<file path="src/rtl/lsu_align_ctrl_if.sv">
// rtl/lsu_align_ctrl_if.sv - request/response and word-memory bus of the load/store alignment controller
interface lsu_align_ctrl_if;
  logic        req_valid;
  logic        req_ready;
  logic        req_we;
  logic [2:0]  req_ctrl;
  logic [31:0] req_addr;
  logic [31:0] req_wdata;
  logic        resp_valid;
  logic [31:0] resp_rdata;
  logic        resp_err;
  logic [31:0] mem_addr;
  logic        mem_wr_en;
  logic [31:0] mem_data_in;
  logic [31:0] mem_data_out;

  modport slave (
    input  req_valid, req_we, req_ctrl, req_addr, req_wdata, mem_data_out,
    output req_ready, resp_valid, resp_rdata, resp_err, mem_addr, mem_wr_en, mem_data_in
  );

  modport master (
    output req_valid, req_we, req_ctrl, req_addr, req_wdata, mem_data_out,
    input  req_ready, resp_valid, resp_rdata, resp_err, mem_addr, mem_wr_en, mem_data_in
  );
endinterface

</file>
<file path="src/rtl/lsu_align_ctrl.sv">
// rtl/lsu_align_ctrl.sv - splits byte-addressed RV32 loads/stores into word accesses with RMW stores
module lsu_align_ctrl #(
  parameter int unsigned MEM_WORDS = 2048
) (
  input  logic            clk,
  input  logic            rst,
  lsu_align_ctrl_if.slave bus
);

  typedef enum logic [1:0] {IDLE, ACC0, ACC1, RESP} state_t;

  state_t      state_q, state_d;
  logic        we_q, we_d;
  logic [2:0]  ctrl_q, ctrl_d;
  logic [31:0] addr_q, addr_d;
  logic [31:0] wdata_q, wdata_d;
  logic [31:0] buf0_q, buf0_d;
  logic [31:0] buf1_q, buf1_d;
  logic        err_q, err_d;

  function automatic logic [2:0] size_bytes(input logic [1:0] sz);
    case (sz)
      2'b00:   return 3'd1;
      2'b01:   return 3'd2;
      default: return 3'd4;
    endcase
  endfunction

  function automatic logic [3:0] size_mask(input logic [1:0] sz);
    case (sz)
      2'b00:   return 4'b0001;
      2'b01:   return 4'b0011;
      default: return 4'b1111;
    endcase
  endfunction

  function automatic logic [31:0] merge(input logic [31:0] old_w, input logic [31:0] new_w,
                                        input logic [3:0] be);
    logic [31:0] r;
    for (int i = 0; i < 4; i++) begin
      r[8*i +: 8] = be[i] ? new_w[8*i +: 8] : old_w[8*i +: 8];
    end
    return r;
  endfunction

  // Range check on the incoming request, before anything is latched
  logic [31:0] req_w0, req_w1;
  logic        req_span, req_bad;

  always_comb begin
    req_w0   = {2'b00, bus.req_addr[31:2]};
    req_w1   = req_w0 + 32'd1;
    req_span = ({1'b0, bus.req_addr[1:0]} + size_bytes(bus.req_ctrl[1:0])) > 3'd4;
    req_bad  = (req_w0 >= 32'(MEM_WORDS)) || (req_span && (req_w1 >= 32'(MEM_WORDS)));
  end

  logic [1:0]  off;
  logic [4:0]  sh;
  logic [31:0] w0, w1;
  logic        span;
  logic [7:0]  mask8;
  logic [63:0] wdata64;
  logic [31:0] rd_shift;
  logic [31:0] load_ext;

  always_comb begin
    off      = addr_q[1:0];
    sh       = {off, 3'b000};
    w0       = {2'b00, addr_q[31:2]};
    w1       = w0 + 32'd1;
    span     = ({1'b0, off} + size_bytes(ctrl_q[1:0])) > 3'd4;
    mask8    = {4'b0000, size_mask(ctrl_q[1:0])} << off;
    wdata64  = {32'h0, wdata_q} << sh;
    rd_shift = 32'({buf1_q, buf0_q} >> sh);
    case (ctrl_q)
      3'b000:  load_ext = {{24{rd_shift[7]}}, rd_shift[7:0]};
      3'b001:  load_ext = {{16{rd_shift[15]}}, rd_shift[15:0]};
      3'b100:  load_ext = {24'h0, rd_shift[7:0]};
      3'b101:  load_ext = {16'h0, rd_shift[15:0]};
      default: load_ext = rd_shift;
    endcase
  end

  always_ff @(posedge clk or posedge rst) begin
    if (rst) begin
      state_q <= IDLE;
      we_q    <= 1'b0;
      ctrl_q  <= 3'b000;
      addr_q  <= 32'h0;
      wdata_q <= 32'h0;
      buf0_q  <= 32'h0;
      buf1_q  <= 32'h0;
      err_q   <= 1'b0;
    end else begin
      state_q <= state_d;
      we_q    <= we_d;
      ctrl_q  <= ctrl_d;
      addr_q  <= addr_d;
      wdata_q <= wdata_d;
      buf0_q  <= buf0_d;
      buf1_q  <= buf1_d;
      err_q   <= err_d;
    end
  end

  always_comb begin
    state_d = state_q;
    we_d    = we_q;
    ctrl_d  = ctrl_q;
    addr_d  = addr_q;
    wdata_d = wdata_q;
    buf0_d  = buf0_q;
    buf1_d  = buf1_q;
    err_d   = err_q;
    case (state_q)
      IDLE: begin
        if (bus.req_valid) begin
          we_d    = bus.req_we;
          ctrl_d  = bus.req_ctrl;
          addr_d  = bus.req_addr;
          wdata_d = bus.req_wdata;
          err_d   = req_bad;
          state_d = req_bad ? RESP : ACC0;
        end
      end
      ACC0: begin
        if (!we_q) buf0_d = bus.mem_data_out;
        state_d = span ? ACC1 : RESP;
      end
      ACC1: begin
        if (!we_q) buf1_d = bus.mem_data_out;
        state_d = RESP;
      end
      default: state_d = IDLE;
    endcase
  end

  // Write enable is decoded from state alone so an async reset removes it at once
  always_comb begin
    bus.req_ready   = 1'b0;
    bus.resp_valid  = 1'b0;
    bus.resp_rdata  = 32'h0;
    bus.resp_err    = 1'b0;
    bus.mem_addr    = 32'h0;
    bus.mem_wr_en   = 1'b0;
    bus.mem_data_in = 32'h0;
    case (state_q)
      IDLE: bus.req_ready = 1'b1;
      ACC0: begin
        bus.mem_addr = w0;
        if (we_q) begin
          bus.mem_wr_en   = 1'b1;
          bus.mem_data_in = merge(bus.mem_data_out, wdata64[31:0], mask8[3:0]);
        end
      end
      ACC1: begin
        bus.mem_addr = w1;
        if (we_q) begin
          bus.mem_wr_en   = 1'b1;
          bus.mem_data_in = merge(bus.mem_data_out, wdata64[63:32], mask8[7:4]);
        end
      end
      default: begin
        bus.resp_valid = 1'b1;
        bus.resp_err   = err_q;
        if (!we_q && !err_q) bus.resp_rdata = load_ext;
      end
    endcase
  end

endmodule

</file>
<file path="src/flat_wrapper.sv">
// flat-port wrapper written by rule: the top's interface ports become plain ports
module lsu_align_ctrl_flat 
#(
  parameter int unsigned MEM_WORDS = 2048
)
  (clk, rst, bus_req_valid, bus_req_we, bus_req_ctrl, bus_req_addr, bus_req_wdata, bus_mem_data_out, bus_req_ready, bus_resp_valid, bus_resp_rdata, bus_resp_err, bus_mem_addr, bus_mem_wr_en, bus_mem_data_in);
  lsu_align_ctrl_if bus_i ();
  input  logic clk;
  input  logic rst;
  input wire logic [$bits(bus_i.req_valid)-1:0] bus_req_valid;
  input wire logic [$bits(bus_i.req_we)-1:0] bus_req_we;
  input wire logic [$bits(bus_i.req_ctrl)-1:0] bus_req_ctrl;
  input wire logic [$bits(bus_i.req_addr)-1:0] bus_req_addr;
  input wire logic [$bits(bus_i.req_wdata)-1:0] bus_req_wdata;
  input wire logic [$bits(bus_i.mem_data_out)-1:0] bus_mem_data_out;
  output wire logic [$bits(bus_i.req_ready)-1:0] bus_req_ready;
  output wire logic [$bits(bus_i.resp_valid)-1:0] bus_resp_valid;
  output wire logic [$bits(bus_i.resp_rdata)-1:0] bus_resp_rdata;
  output wire logic [$bits(bus_i.resp_err)-1:0] bus_resp_err;
  output wire logic [$bits(bus_i.mem_addr)-1:0] bus_mem_addr;
  output wire logic [$bits(bus_i.mem_wr_en)-1:0] bus_mem_wr_en;
  output wire logic [$bits(bus_i.mem_data_in)-1:0] bus_mem_data_in;
  assign bus_i.req_valid = bus_req_valid;
  assign bus_i.req_we = bus_req_we;
  assign bus_i.req_ctrl = bus_req_ctrl;
  assign bus_i.req_addr = bus_req_addr;
  assign bus_i.req_wdata = bus_req_wdata;
  assign bus_i.mem_data_out = bus_mem_data_out;
  assign bus_req_ready = bus_i.req_ready;
  assign bus_resp_valid = bus_i.resp_valid;
  assign bus_resp_rdata = bus_i.resp_rdata;
  assign bus_resp_err = bus_i.resp_err;
  assign bus_mem_addr = bus_i.mem_addr;
  assign bus_mem_wr_en = bus_i.mem_wr_en;
  assign bus_mem_data_in = bus_i.mem_data_in;
  lsu_align_ctrl #(.MEM_WORDS(MEM_WORDS)) u_core (.clk(clk), .rst(rst), .bus(bus_i));
endmodule
</file>
<file path="config.mk">
export PLATFORM = sky130hd
export DESIGN_NAME = lsu_align_ctrl_flat
export DESIGN_NICKNAME = d
export VERILOG_FILES = /design/src/rtl/lsu_align_ctrl_if.sv /design/src/rtl/lsu_align_ctrl.sv /design/src/flat_wrapper.sv
export SDC_FILE = /design/constraint.sdc
export NUM_CORES = 1
export LEC_CHECK = 0
export CAP_MARGIN = 20
export CELL_PAD_IN_SITES_DETAIL_PLACEMENT = 0
export CELL_PAD_IN_SITES_GLOBAL_PLACEMENT = 1
export CORE_MARGIN = 2
export CORE_UTILIZATION = 42
export CTS_BUF_LIST = sky130_fd_sc_hd__clkbuf_4 sky130_fd_sc_hd__clkbuf_8 sky130_fd_sc_hd__clkbuf_16
export DETAILED_ROUTE_END_ITERATION = 8
export PLACE_DENSITY_LB_ADDON = 0.1
export SYNTH_ARGS = -nofsm -noshare
export SYNTH_HDL_FRONTEND = slang
export SYNTH_SLANG_ARGS = --single-unit
</file>
<file path="constraint.sdc">
create_clock -name clk -period 7.1 [get_ports clk]
set_input_delay 1.065 -clock clk [delete_from_list [all_inputs] [get_ports clk]]
set_output_delay 1.065 -clock clk [all_outputs]
set_load 0.05 [all_outputs]
</file>
==> results.tsv <==
metric	value	unit
finalMaxSlewViolations	0	
syn_to_final_growth	31.4	%
gp_congestion	0.880	
grt_pass1_wl	42700	um
dr.pass1.iters	5	
fillCellCount	1828	
pin_count	203	
p_switching	0.00272	W
status	finished clean	
critPathSlowestCell	clkdlybuf4s50_1	
vias	7683	
cts_inserted_buffers	17	
cts_setup_buffers	0	
grt_overflow	0	
ys_async_sr_fraction	100	%
viasPerCell	5.82	
hold_class	reg2reg	
hpwl	19800	um
fp.dieW	147	um
root_buffer	clkbuf_16	
worstSkewPairLatency	430	ps
hold_ws	501	ps
drive_gt1_share	19.1	%
holdCritStartpoint	u_core.buf0_q[6]$_DFFE_PP0P_	
drtIter0Drc	505	
layout_common_cells	clkdlybuf4s50_1 (201), mux2_2 (139), dfrtp_1 (125), nand2_1 (75), mux2i_1 (73)	
synth_edf_count	0	
final_common_cell	clkdlybuf4s50_1	
postCtsHoldBufs	0	
grt_max_degree	75	
p_int	0.00299	W
whs_endpoint	u_core.buf0_q[6]$_DFFE_PP0P_	
path_buf_inv	2	
tightest_slew	1020	ps
cp_max_fo	23	
cap_violations	0	
start_util	42.6	%
cts.sink_count	127	
path_delay_family	simple AND/OR/NAND/NOR gates	
cts.clk_slew.worst_paths	60	ps
netlist_area	0.00859	mm2
syn_area_per_cell	9.72	um2
ys_warn_count	0	
drc	0	
p_sw_share	47.7	%
max_stage_delay	860	ps
die_area	0.0216	mm2
fin_crit_sh	73.1	%
leakage	4.41	nW
synth.distinct_cells	69	
crit_path_end_kind	output pin	
ant_nets	0	
dp.cells	1287	
required	6030	ps
power_density	506	mW/mm2
critical_path_class	reg2out	
r2r_start	u_core.addr_q[1]$_DFFE_PP0P_	
synth-seq-cells	127	
comb_power_share	57.1	%
antenna_cells	0	
grt_pass1_vias	7313	
crit-reg2reg-capture	u_core.state_q[0]$_DFFE_PP0P_	
p_clk_share	15.4	%
start_kind	register	
slew_headroom	32.0	%
rsz0062_at_grt	false	
setup_violations	0	
final.setup.tns	0	ps
seq_power_share	27.5	%
cts-resized-gates	0	
worstRegToRegCells	6	
period_needed	5190	ps
antenna_found_initial	0	
layout.nets	1148	
finClkSkew	6.41	ps
port_buffers	201	
ir_drop	226	uV
hold_viol	0	
htree_levels	4	
cts_tree	done	
avgRoutedWirePerCell	20.6	um
synth_nets	996	
ys_seq_area_share	37.0	%
syn_inst	884	
cts.path.max_buffers	2	
arrival	4130	ps
dieHeight	147	um
drt-total-wl	27200	um
fin_cells	1319	
holdPathStages	1	
r2r_slack	4590	ps
grt_use_total	25.3	%
core_area	0.0202	mm2
cp_cell_sequence	inv_1, ha_1, and2_1, nand2_1, o22ai_1, clkdlybuf4s50_1	
fmax	193	MHz
ys.flop_type	dfrtp_1	
rows	52	
[worst reg2reg max path: stages, from the launching register on]
cell and delay [ps]:
dfrtp_4 740, clkinv_1 470, fa_1 640, inv_1 40, o21ai_0 170, a21oi_1 90, o31ai_1 260
[layer usage]
metal,GRT usage (%),part of all wire [%],vias up
met5,0,0,-
li1,-,-,3611
met4,6.01,1.6,0
met1,38.4,48,3743
met2,36.5,43,295
met3,5.87,6.8,34
[worst max path at each step]
stage,depth (start not counted),startpoint,slack [ps],to
2_1_floorplan,1,rst,2650,u_core.addr_q[0]$_DFFE_PP0P_
3_3_place_gp,6,u_core.state_q[1]$_DFFE_PP0P_,2430,bus_mem_data_in[3]
3_5_place_dp,6,u_core.state_q[1]$_DFFE_PP0P_,2400,bus_mem_data_in[3]
4_1_cts,6,u_core.state_q[1]$_DFFE_PP0P_,1920,bus_mem_data_in[3]
5_1_grt,6,u_core.state_q[1]$_DFFE_PP0P_,1700,bus_mem_data_in[5]
6_report,6,u_core.state_q[1]$_DFFE_PP0P_,1910,bus_mem_data_in[0]
[synthesized netlist by cell type, types with 13 or more instances]
master | count | area [um2]
a211oi_1 | 14 | 105
a21oi_1 | 48 | 240
buf_1 | 14 | 52.6
clkbuf_1 | 48 | 180
dfrtp_1 | 127 | 3180
inv_1 | 13 | 48.8
mux2_2 | 139 | 1570
mux2i_1 | 73 | 731
nand2_1 | 76 | 285
nand3_1 | 27 | 135
nor2_1 | 33 | 124
nor3_1 | 16 | 80.1
o21ai_0 | 47 | 235
o22ai_1 | 14 | 87.6
[through the flow]
stage / worst slack [ps] / cell area, um2 / util, % / total power (W)
after floorplan: 2650 / 8590 / - / 0.00389
after global placement: 2430 / 10700 / 53.1 / 0.00478
after detailed placement: 2400 / 10700 / 53.1 / 0.00481
after CTS: 1920 / 11300 / 56.0 / 0.00571
after global routing: 1700 / 11300 / 56.0 / 0.00607
final: 1910 / 11300 / 56.0 / 0.00571
[power by group through the flow]
stage	Combinational (W)	Sequential [W]	Clock [W]
global placement	0.00322	0.00156	0
global route	0.00350	0.00164	0.000928
CTS	0.00326	0.00156	0.000894
floorplan	0.00255	0.00134	0
finish	0.00326	0.00157	0.000878
detailed placement	0.00324	0.00157	0
[area by class of cell]
class                           count  area (um2)  share of cell area [%]
Tap cell                          270         338                    2.99
Sequential cell                   127        3180                    28.2
Inverter                           14        55.1                   0.488
Clock inverter                     15         159                    1.41
Multi-Input combinational cell    667        5060                    44.8
Timing Repair Buffer              209        2070                    18.4
Clock buffer                       17         425                    3.77
[flip-flops by register name (all words and copies together), names as in the netlist]
| signal | cells |
|---|---|
| u_core.buf0_q | 32 |
| u_core.addr_q | 32 |
| u_core.ctrl_q | 3 |
| u_core.err_q | 1 |
| u_core.wdata_q | 32 |
| u_core.we_q | 1 |
| u_core.state_q | 2 |
| u_core.buf1_q | 24 |
[kinds of logic after synthesis]
group | synth area share [%]
simple gates | 13.6
xor+xnor | 0.306
buf+inv | 4.17
mux | 27.3
fa+ha+maj | 1.49
other cells | 0.0437
compound gates | 16.1
flops | 37.0
Power figures use the tool's default switching activity.
